`config.mk`:
```
export PLATFORM = sky130hd
export DESIGN_NAME = tcm_arbiter
export DESIGN_NICKNAME = d
export VERILOG_FILES = /design/src/rtl/tcm_arbiter.sv
export SDC_FILE = /design/constraint.sdc
export NUM_CORES = 1
export LEC_CHECK = 0
export BUFFER_PORTS_ARGS = -buffer_cell sky130_fd_sc_hd__buf_2
export CAP_MARGIN = 0
export CORE_AREA = 4 4 93 95
export DETAILED_ROUTE_END_ITERATION = 6
export DIE_AREA = 0 0 97 99
export HOLD_SLACK_MARGIN = 0.08
export PLACE_DENSITY_LB_ADDON = 0.08
export SLEW_MARGIN = 20
export SYNTH_ARGS = -nofsm -noshare
export SYNTH_HDL_FRONTEND = slang
export SYNTH_SLANG_ARGS = --single-unit
```
`constraint.sdc`:
```
create_clock -name clk -period 3.45 [get_ports clk]
set_input_delay 1.035 -clock clk [delete_from_list [all_inputs] [get_ports clk]]
set_output_delay 1.035 -clock clk [all_outputs]
set_load 0.05 [all_outputs]
```
`src/rtl/tcm_arbiter.sv`:
```
// Two-port arbiter sharing the single-ported TCM controller between instruction fetch (port 0)
// and data (port 1). Requests are issued back-to-back; responses and faults return to the issuer.
module tcm_arbiter #(
  parameter int  TCM_SIZE      = 1024,
  parameter int  BUS_WIDTH     = 32,
  parameter int  BUS_ACC_WIDTH = 2,
  parameter bit  RR            = 1'b1,
  localparam int AW            = $clog2(TCM_SIZE)
) (
  input  logic                     clk,
  input  logic                     rstn,
  // Master 0 (instruction fetch)
  input  logic [AW-1:0]            m0_addr,
  input  logic                     m0_w_rb,
  input  logic [BUS_ACC_WIDTH-1:0] m0_acc,
  input  logic [BUS_WIDTH-1:0]     m0_wdata,
  input  logic                     m0_req,
  output logic                     m0_resp,
  output logic [BUS_WIDTH-1:0]     m0_rdata,
  output logic                     m0_fault,
  // Master 1 (data)
  input  logic [AW-1:0]            m1_addr,
  input  logic                     m1_w_rb,
  input  logic [BUS_ACC_WIDTH-1:0] m1_acc,
  input  logic [BUS_WIDTH-1:0]     m1_wdata,
  input  logic                     m1_req,
  output logic                     m1_resp,
  output logic [BUS_WIDTH-1:0]     m1_rdata,
  output logic                     m1_fault,
  // TCM controller
  output logic [AW-1:0]            t_addr,
  output logic                     t_w_rb,
  output logic [BUS_ACC_WIDTH-1:0] t_acc,
  output logic [BUS_WIDTH-1:0]     t_wdata,
  output logic                     t_req,
  input  logic [BUS_WIDTH-1:0]     t_rdata,
  input  logic                     t_resp,
  input  logic                     t_fault
);

  typedef enum logic {
    ST_IDLE = 1'b0,
    ST_WAIT = 1'b1
  } state_t;

  state_t r_state;
  state_t w_state_nxt;
  logic   r_owner;
  logic   w_owner_nxt;
  logic   r_last;
  logic   w_last_nxt;
  logic   w_issue_slot;
  logic   w_grant;
  logic   w_accept;

  // A WAIT cycle that carries the response is also an issue slot, giving bubble-free throughput.
  assign w_issue_slot = (r_state == ST_IDLE) || t_resp;

  // With no request the grant falls to port 0, so the TCM bus idles on port 0's values.
  assign w_grant = (m0_req && m1_req) ? (RR ? ~r_last : 1'b1) : m1_req;

  assign t_req   = w_issue_slot && (m0_req || m1_req);
  assign t_addr  = w_grant ? m1_addr  : m0_addr;
  assign t_w_rb  = w_grant ? m1_w_rb  : m0_w_rb;
  assign t_acc   = w_grant ? m1_acc   : m0_acc;
  assign t_wdata = w_grant ? m1_wdata : m0_wdata;

  assign w_accept = t_req && !t_fault;

  assign m0_resp  = t_resp && (r_state == ST_WAIT) && !r_owner;
  assign m1_resp  = t_resp && (r_state == ST_WAIT) &&  r_owner;
  assign m0_rdata = t_rdata;
  assign m1_rdata = t_rdata;
  assign m0_fault = t_req && t_fault && !w_grant;
  assign m1_fault = t_req && t_fault &&  w_grant;

  always_comb begin
    // NOTE: every output of this block is assigned a default first, so no path can infer a latch.
    w_state_nxt = r_state;
    w_owner_nxt = r_owner;
    w_last_nxt  = r_last;
    if (w_accept) begin
      w_state_nxt = ST_WAIT;
      w_owner_nxt = w_grant;
    end else if ((r_state == ST_WAIT) && t_resp) begin
      w_state_nxt = ST_IDLE;
    end
    // A faulted issue still counts as a grant for fairness.
    if (t_req) begin
      w_last_nxt = w_grant;
    end
  end

  always_ff @(posedge clk) begin
    // NOTE: state registers use non-blocking assignments so all flops update from pre-edge values.
    if (!rstn) begin
      r_state <= ST_IDLE;
      r_owner <= 1'b0;
      r_last  <= 1'b1;
    end else begin
      r_state <= w_state_nxt;
      r_owner <= w_owner_nxt;
      r_last  <= w_last_nxt;
    end
  end

endmodule

```
==> impl_results.md, run 1 <==
- Starting Density: 16.7%
- Sw frac: 52.0%
- Overall power: 525 µW
- FF+latch count, synth: 3
- Reg power frac: 7.6%
- Crit end category: primary output
- Final ANT Viol Nets: 0
- Sink Count: 3
- RSZ-0062 raised after global routing: false
- Hold Buf Count CTS: 0
- Critical path type: primary input to primary output
- Crit path to: t_w_rb
- Postcts setup bufs: 0
- DIE WIDTH: 97 µm
- Clock Tree Buf Depth: 2
- DRT iter0 DRCs: 4
- FMAX: between 0.3 and 0.4 GHz
- Critical path arrival: 2200 ps
- PwrDens: 311 mW/mm²
- Number of max-cap violations: 0
- Initial antenna violation count: 0
- Post-Place Setup Slack: 207 ps
- Io pins: 242
- Non-filler instance count after layout: around 320
- Post-CTS resize count: 0
- Crit start category: primary input
- Clk slew on worst S/H paths: 30 ps
- Final Worst Setup Slack: ~220 ps
- Final setup viols: 0
- Comb pwr share: 72.5%
- FF-to-FF setup slack: 2340 ps
- Critical path, cell by cell: buf_2 > a21boi_4 > buf_4 > mux2_2 > buf_2
- Post-synth top cells: buf_4 (66), mux2_2 (28), mux2_4 (17)
- Main synth FF type: dfxtp_1
- First-pass DRT Iterations: 2
- H-tree Lvls: 1
- Gpl congestion: between 0.6 and 0.7
- Final WL: between 4000 and 5000 µm
- Cells after Synth: 135
- Max VDD drop: 0.109 mV
- Area leader, netlist: buf_4
- Gr ovfl total: 0
- N_diodes: 0
- Outcome: completed
- Mean Syn Cell Area: 9.56 µm²
- Required time worst endpoint: between 2000 and 2500 ps
- Area Overhead vs Synth: 30.7%
- Max Transition Viols Final: 0
- Asr flop ratio synth: 0%
- Most frequent CP cell: buf_2
- Vias in the first global route: 1263
- DRC: 0
- Worst skew pair latency: 220 ps
- Final worst-path cycle share: 93.7%
- Worst path max stage delay: 360 ps
- Worst Tran Pin Value: 369 ps
- Yosys cell types: 18
- Total Negative Setup Slacks: 0 ps
- Layout cell share with drive strength beyond 1: between 90% and 100%
- Cell internal pwr: 252 µW
- # rows: 32
- Setup Skew: 1.54 ps
- Die height: ~100 µm
- Synth top area share: 38.4%
- CP max FO: 18
- Reg2reg end: r_state
- Final core utilization: a little over a fifth
- CP startpoint: m0_req
- FF-to-FF path depth: 3
- P_leak: 0.000930 µW
- Hpwl dp: 3720 µm
- Clock root buffer master: clkbuf_8
- Max_slew headroom: 75.3%
- Filler cells: 850
- Number of synthesized flops with an enable pin: 0
- CTS Buf Count: 3
- FF-to-FF Start: r_state
- Post-layout min period: around 3200 ps
- Clk pwr share: 19.9%
- WL per Instance: 12.9 µm
- Avg Vias per Cell: 3.93
- TritonCTS clock tree: done
- Hold Path Class: flop to flop
- Synthesis Warnings: 0
- DR vias: 1253
- Gr usage total: 7.63%
- Crit-path slowest cell: mux2_2
- Psw: 273 µW
- Hold Violations, Final: 0
- Core Footprint: 0.00773 mm²
- Cell with the most instances after synthesis: buf_4
- Port Buffers: 145
- Main area contributors after synthesis: buf_4 (38%), mux2_2 (24%), mux2_4 (20%)
- Largest net degree at the start of global routing: 31
- Cell area after synthesis: 0.00129 mm²
- Die ar.: 0.00960 mm²
- Post-Syn Nets: 263
- Seq/Total Area, Yosys: 4.66%
- Placed Instances: 315
- First-pass GRT wire length: roughly 6100 µm
- Number of nets in the layout: 346
-- area by class of cell --
| cell class | instances | area, µm² | area share [%] |
|---|---|---|---|
| repair buffers | 147 | 753 | 44.7 |
| multi-input cells | 63 | 699 | 41.5 |
| well taps | 102 | 128 | 7.57 |
| flip-flops and latches | 3 | 60.1 | 3.56 |
| clock buffers | 4 | 45.0 | 2.67 |
-- cell families (layout without fill, tap and decap cells) --
| logic type | count (synthesis) | count (layout) | synth area share, % |
|---|---|---|---|
| flops | 3 | 3 | 4.66 |
| compound gates | 4 | 4 | 2.23 |
| mux | 46 | 46 | 45.0 |
| simple gates | 13 | 13 | 5.72 |
| buf+inv | 69 | 151 | 42.4 |
-- worst min-delay path by stage --
stage | start | endpoint | slack (ps) | cells past startpoint
3_3_place_gp | r_owner | r_owner | 480 | 2
4_1_cts | r_owner | r_owner | 480 | 2
2_1_floorplan | r_owner | r_owner | 440 | 2
5_1_grt | r_owner | r_owner | 510 | 2
6_report | r_owner | r_owner | 480 | 2
3_5_place_dp | r_owner | r_owner | 480 | 2
-- sequential cells by signal (all words and copies together) (netlist names) --
name	count
r_state	1
r_last	1
r_owner	1
-- routing by layer --
| metal | up-vias | global-route usage [%] | wire length (µm) |
|---|---|---|---|
| met2 | 138 | 14.6 | 2110 |
| li1 | 557 | - | - |
| met3 | 21 | 3.89 | 709 |
| met5 | - | 0 | 0 |
| met4 | 0 | 3.56 | 101 |
| met1 | 537 | 6.53 | 1190 |
-- placed cells by master, fill, tap and decap left out --
cell type,count
buf_2,145
mux2_2,28
mux2_4,17
nor2_1,3
nand2_1,3
and3_1,3
clkbuf_8,3
dfxtp_1,3
a21boi_4,1
nor2b_1,1
nor4b_4,1
nand2b_1,1
nor3_1,1
o21a_1,1
mux2i_1,1
a21oi_1,1
o21ai_0,1
clkbuf_1,1
buf_12,1
buf_4,1
-- power groups by stage --
stage	Clock [µW]	Combinational, µW	Sequential [µW]
floorplan	0	485	39.3
global placement	0	388	40.2
detailed placement	0	385	40.2
CTS	107	386	39.7
global route	110	399	39.9
finish	105	381	39.7
-- metrics by stage --
step / hold WS, ps / area (µm²)
2_1_floorplan: 444 / 1300
3_3_place_gp: 478 / 1640
3_5_place_dp: 477 / 1640
4_1_cts: 481 / 1690
5_1_grt: 505 / 1690
6_report: 479 / 1690
-- critical path, delay by kind of cell --
| kind | cells | cell delay (ps) |
|---|---|---|
| multiplexers | 1 | 360 |
| AO/OA/AOI/OAI | 1 | 180 |
| buffers and inverters | 3 | 620 |
Note: power is estimated with default switching activity, not from simulation.
==> run 2: changes to the inputs <==
- CORE_AREA: 4 4 93 95 -> 4 4 90 92
- DIE_AREA: 0 0 97 99 -> 0 0 94 96
==> run 2 against run 1 <==
Effect of this change:
- die area shrank 6.0%
- utilization grew 1.7 points
- largest power group unchanged
- flip-flop and latch count is the same
- design area grew 0.52%
- critical path type unchanged
==> impl_results.md, run 2 (synthesized netlist as in run 1, its figures left out) <==
- First-pass DRT Iterations: 2 (unchanged)
- Sink Count: 3 (unchanged)
- FMAX: 0.309 GHz (-0.19%)
- Final WL: 4660 µm (+13%)
- Port Buffers: 145 (unchanged)
- Most frequent CP cell: buf_2
- Gr usage total: 9.01% (+1.4 points)
- Clock Tree Buf Depth: 2 (unchanged)
- Worst skew pair latency: 210 ps (about the same)
- Setup Skew: 2.61 ps (+1.06 ps)
- Post-layout min period: 3240 ps (+6.10 ps)
- Hold Path Class: flop to flop
- Post-CTS resize count: 0 (unchanged)
- Filler cells: 833 (-2.0%)
- Max Transition Viols Final: 0 (unchanged)
- Io pins: 242 (unchanged)
- Gpl congestion: 0.652 (-6.4%)
- Commonest non-fill, non-tap cell in the layout: buf_2
- RSZ-0062 raised after global routing: false
- Outcome: completed
- Hold Violations, Final: 0 (unchanged)
- Avg Vias per Cell: 3.77 (-4.0%)
- Die ar.: 0.00902 mm² (-6.0%)
- Hpwl dp: 4180 µm (+12%)
- Critical path arrival: 2200 ps (about the same)
- WL per Instance: 14.8 µm (+14%)
- First-pass GRT wire length: 6510 µm (+6.4%)
- Core Footprint: 0.00721 mm² (-6.6%)
- Number of nets in the layout: 346 (unchanged)
- Clk slew on worst S/H paths: 30 ps (about the same)
- Critical path, cell by cell: buf_2 > a21boi_4 > buf_12 > mux2_2 > buf_2
- Worst path max stage delay: 360 ps (about the same)
- # rows: 31 (-3.1%)
- Final ANT Viol Nets: 0 (unchanged)
- CP bufs+invs: 3 (unchanged)
- Overall power: 528 µW (+0.52%)
- Gr ovfl total: 0 (unchanged)
- DR vias: 1192 (-4.9%)
- Worst Tran Pin Value: 371 ps (+1.80 ps)
- CP max FO: 31 (+13)
- N_diodes: 0 (unchanged)
- Initial antenna violation count: 0 (unchanged)
- Clock root buffer master: clkbuf_8
- Number of max-cap violations: 0 (unchanged)
- Total Negative Setup Slacks: 0 ps (unchanged)
- Final setup viols: 0 (unchanged)
- P_leak: 0.000934 µW (+0.41%)
- CP top delay family: buffers and inverters
- Area occupied by registers: 60.1 µm² (unchanged)
- Area Overhead vs Synth: 31.3%
- Crit-path slowest cell: mux2_2
- Postcts setup bufs: 0 (unchanged)
- PwrDens: 311 mW/mm² (about the same)
- Required time worst endpoint: 2410 ps (about the same)
- DIE WIDTH: 94 µm (-3.1%)
- Hold Buf Count CTS: 0 (unchanged)
- Critical path type: primary input to primary output
- Max VDD drop: 0.139 mV (+27%)
- DRT iter0 DRCs: 9 (+5)
- Multi-input gate area: 699 µm² (unchanged)
- Crit start category: primary input
- Die height: 96 µm (-3.0%)
- FF-to-FF setup slack: 2330 ps (about the same)
- Largest net degree at the start of global routing: 32 (+3.2%)
- Crit end category: primary output
- Final worst-path cycle share: 93.9% (+0.18 points)
- Most frequent cells in the layout: buf_2 (145), mux2_2 (28), mux2_4 (17)
- Max_slew headroom: 75.2% (-0.080 points)
- TritonCTS clock tree: done
- DRC: 0 (unchanged)
- Vias in the first global route: 1325 (+4.9%)
- CTS Buf Count: 3 (unchanged)
- Starting Density: 17.9% (+1.2 points)
- Top Registers: r_last: 1 flops, r_owner: 1 flops, r_state: 1 flops
- H-tree Lvls: 1 (unchanged)
- Layout cell share with drive strength beyond 1: 90.8% (unchanged)
[run 2: cell types whose count changed in the layout (fill, tap and decap cells not counted)]
cell / change
buf_4: -1
buf_12: +1
[run 2: final cells by class]
| cell class | count | share of cell area (%) |
|---|---|---|
| tap | 99 | 7.31 |
| sequential | 3 | 3.55 |
| multi-input combinational | 63 | 41.3 |
| timing repair buffer | 147 | 45.2 |
| clock buffer | 4 | 2.66 |
[run 2: report_power, final]
part,switching [µW],internal (µW)
Sequential,2.13,37.4
Combinational,250,137
Clock,21.9,78.7
Total,274,254
[run 2: metrics by stage]
stage	utilization, %	setup WS, ps	hold slack [ps]	cell area (µm²)	cells
floorplan	-	275	444	1300	135
global placement	22.9	199	499	1650	312
detailed placement	22.9	198	476	1650	312
CTS	23.5	196	479	1690	316
global route	23.5	160	521	1690	316
finish	23.5	210	475	1690	316
[run 2: worst min-delay path, cell delays in order (launching register included)]
cell and delay [ps]:
dfxtp_1 310, nand2_1 60, mux2i_1 50
[run 2: layer usage]
layer	track usage [%]	share of wire, %	up-vias
met5	0	0	-
met4	3.01	1.3	0
met2	16.8	51	107
li1	-	-	558
met3	3.36	14	19
met1	9.27	34	508
[run 2: worst paths after layout]
path,startpoint,to,cells past startpoint
max,m0_req,t_addr[0],5
min reg2reg,r_owner,r_owner,2
min,r_owner,r_owner,2
max reg2reg,r_state,r_state,3
==> run 3: changes to the inputs <==
- CORE_AREA: 4 4 90 92 -> 2 2 94 96
- DIE_AREA: 0 0 94 96 -> 0 0 96 98
==> run 3 against run 2 <==
Effect of this change:
- combinational power about the same
- clock-buffer cell count unchanged
- design area up 0.67%
- utilization down 3.3 points
- die area up 4.3%
- first-iteration DRC count up 11%
- maximum frequency up 0.31%
- critical path depth unchanged
- register-to-register slack worse by 30 ps
- clock skew about the same
- clock power up 4%
- routed wire length down 6.1%
- critical endpoint is now t_w_rb
- largest cell class unchanged
- highest routed layer unchanged
==> impl_results.md, run 3 (synthesized netlist as in run 1, its figures left out) <==
- Die height: 98 µm (+2.1%)
- Worst Tran Pin Value: 378 ps (+7.19 ps)
- Clock Tree Buf Depth: 2 (unchanged)
- Cell internal pwr: 254 µW (+0.20%)
- Max Transition Viols Final: 0 (unchanged)
- Vias in the first global route: 1300 (-1.9%)
- Initial antenna violation count: 0 (unchanged)
- DRC: 0 (unchanged)
- Io pins: 242 (unchanged)
- Reg power frac: 7.5% (about the same)
- Hold Buf Count CTS: 0 (unchanged)
- First-pass GRT wire length: 6100 µm (-6.3%)
- Top Registers: r_last: 1 flops, r_owner: 1 flops, r_state: 1 flops
- Max VDD drop: 0.106 mV (-24%)
- Crit end category: primary output
- Clk slew on worst S/H paths: 30 ps (about the same)
- Most frequent cells in the layout: buf_2 (145), mux2_2 (28), mux2_4 (17)
- Critical path, cell by cell: buf_2 > a21boi_4 > buf_12 > mux2_2 > buf_2
- FF-to-FF setup slack: 2300 ps (-30 ps)
- Sw frac: 52.2% (+0.27 points)
- FF-to-FF path depth: 3 (unchanged)
- Postcts setup bufs: 0 (unchanged)
- Layout cell share with drive strength beyond 1: 90.8% (unchanged)
- Commonest non-fill, non-tap cell in the layout: buf_2
- Largest net degree at the start of global routing: 27 (-16%)
- Hold Startpoint: r_owner
- First-pass DRT Iterations: 2 (unchanged)
- Hold EP: r_owner
- Clk pwr share: 19.8% (+0.7 points)
- Area after DPL: 0.00166 mm² (+0.68%)
- Setup Skew: 2.18 ps (-0.427 ps)
- Final core utilization: 20.1% (-3.3 points)
- Total Negative Setup Slacks: 0 ps (unchanged)
- CP max FO: 26 (-16%)
- CTS Buf Count: 3 (unchanged)
- Starting Density: 15.2% (-2.6 points)
- Reg2reg end: r_state
- Hold Path Class: flop to flop
- Final worst-path cycle share: 93.6% (-0.29 points)
- Required time worst endpoint: 2410 ps (about the same)
- Crit-path slowest cell: mux2_2
- Gr ovfl total: 0 (unchanged)
- FF-to-FF Start: r_state
- Post-layout min period: 3230 ps (-9.87 ps)
- DRT iter0 DRCs: 10 (+1)
- N_diodes: 0 (unchanged)
- Critical path type: primary input to primary output
- Die ar.: 0.00941 mm² (+4.3%)
- WL per Instance: 13.5 µm (-8.7%)
- Final Cell Area: 0.00171 mm² (+0.67%)
- Comb pwr share: 72.8% (-0.6 points)
- Sink Count: 3 (unchanged)
- DIE WIDTH: 96 µm (+2.1%)
- Post-CTS resize count: 0 (unchanged)
- Hpwl dp: 3840 µm (-8.1%)
- Gpl congestion: 0.719 (+10%)
- PwrDens: 312 mW/mm² (+0.10%)
- Clock root buffer master: clkbuf_8
- Hold Violations, Final: 0 (unchanged)
- Crit start category: primary input
- P_leak: 0.000934 µW (unchanged)
- Psw: 278 µW (+1.3%)
- DR vias: 1187 (-0.42%)
- Avg Vias per Cell: 3.65 (-3.2%)
- Outcome: completed
- Critical path arrival: 2190 ps (about the same)
- # rows: 34 (+9.7%)
- Area Overhead vs Synth: 32.2%
- Number of max-cap violations: 0 (unchanged)
- Post-Place Setup Slack: 213 ps (+14.7 ps)
- H-tree Lvls: 1 (unchanged)
- Worst path max stage delay: 350 ps (about the same)
- Final Worst Setup Slack: 220 ps (+9.87 ps)
- Number of nets in the layout: 346 (unchanged)
- RSZ-0062 raised after global routing: false
- TritonCTS clock tree: done
- Port Buffers: 145 (unchanged)
- FMAX: 0.310 GHz (+0.31%)
- Worst skew pair latency: 220 ps (about the same)
- Final ANT Viol Nets: 0 (unchanged)
- Most frequent CP cell: buf_2
- Max_slew headroom: 74.7% (-0.48 points)
- Gr usage total: 8.37% (-0.64 points)
- Hold Crit Depth: 2 (unchanged)
- Final setup viols: 0 (unchanged)
- Core Footprint: 0.00847 mm² (+17%)
- Final WL: 4380 µm (-6.1%)
[run 3: cell counts in the layout (fill, tap and decap cells not counted)]
No cell type changed its count.
[run 3: final cells by class]
cell class | instances | area, µm²
clock buffer | 4 | 45.0
fill | 957 | 6760
multi-input combinational | 63 | 699
sequential | 3 | 60.1
tap | 108 | 135
timing repair buffer | 147 | 766
[run 3: per-stage QoR]
step,cells,power [µW],hold WS [ps]
finish,325,532,472
CTS,325,538,480
floorplan,135,525,444
global placement,321,433,480
detailed placement,321,430,472
global route,325,559,512
[run 3: how the worst max path moves through the flow]
stage,from,end,depth (start not counted),slack (ps)
after detailed placement,m0_req,t_w_rb,5,210
after global placement,m0_req,t_addr[0],5,220
final,m0_req,t_w_rb,5,220
after floorplan,m1_req,m0_fault,4,280
after CTS,m0_req,t_w_rb,5,210
after global routing,m1_req,t_addr[0],5,170
[run 3: per-layer routing]
| layer | part of all wire (%) | track usage, % |
|---|---|---|
| met5 | 0 | 0 |
| met4 | 2.4 | 4.18 |
| met3 | 15 | 2.39 |
| met2 | 49 | 15.8 |
| met1 | 34 | 8.02 |
[run 3: worst max-delay path, delay by kind of cell]
family / cells / cell delay, ps
buffers and inverters: 3 / 570
multiplexers: 1 / 350
AO/OA/AOI/OAI: 1 / 220
[run 3: power by group through the flow]
stage               Sequential [µW]  Combinational, µW  Clock, µW
floorplan                      39.3                485          0
global placement               40.1                393          0
detailed placement             40.1                390          0
CTS                            39.5                392        107
global route                   40.1                408        110
finish                         39.6                387        105
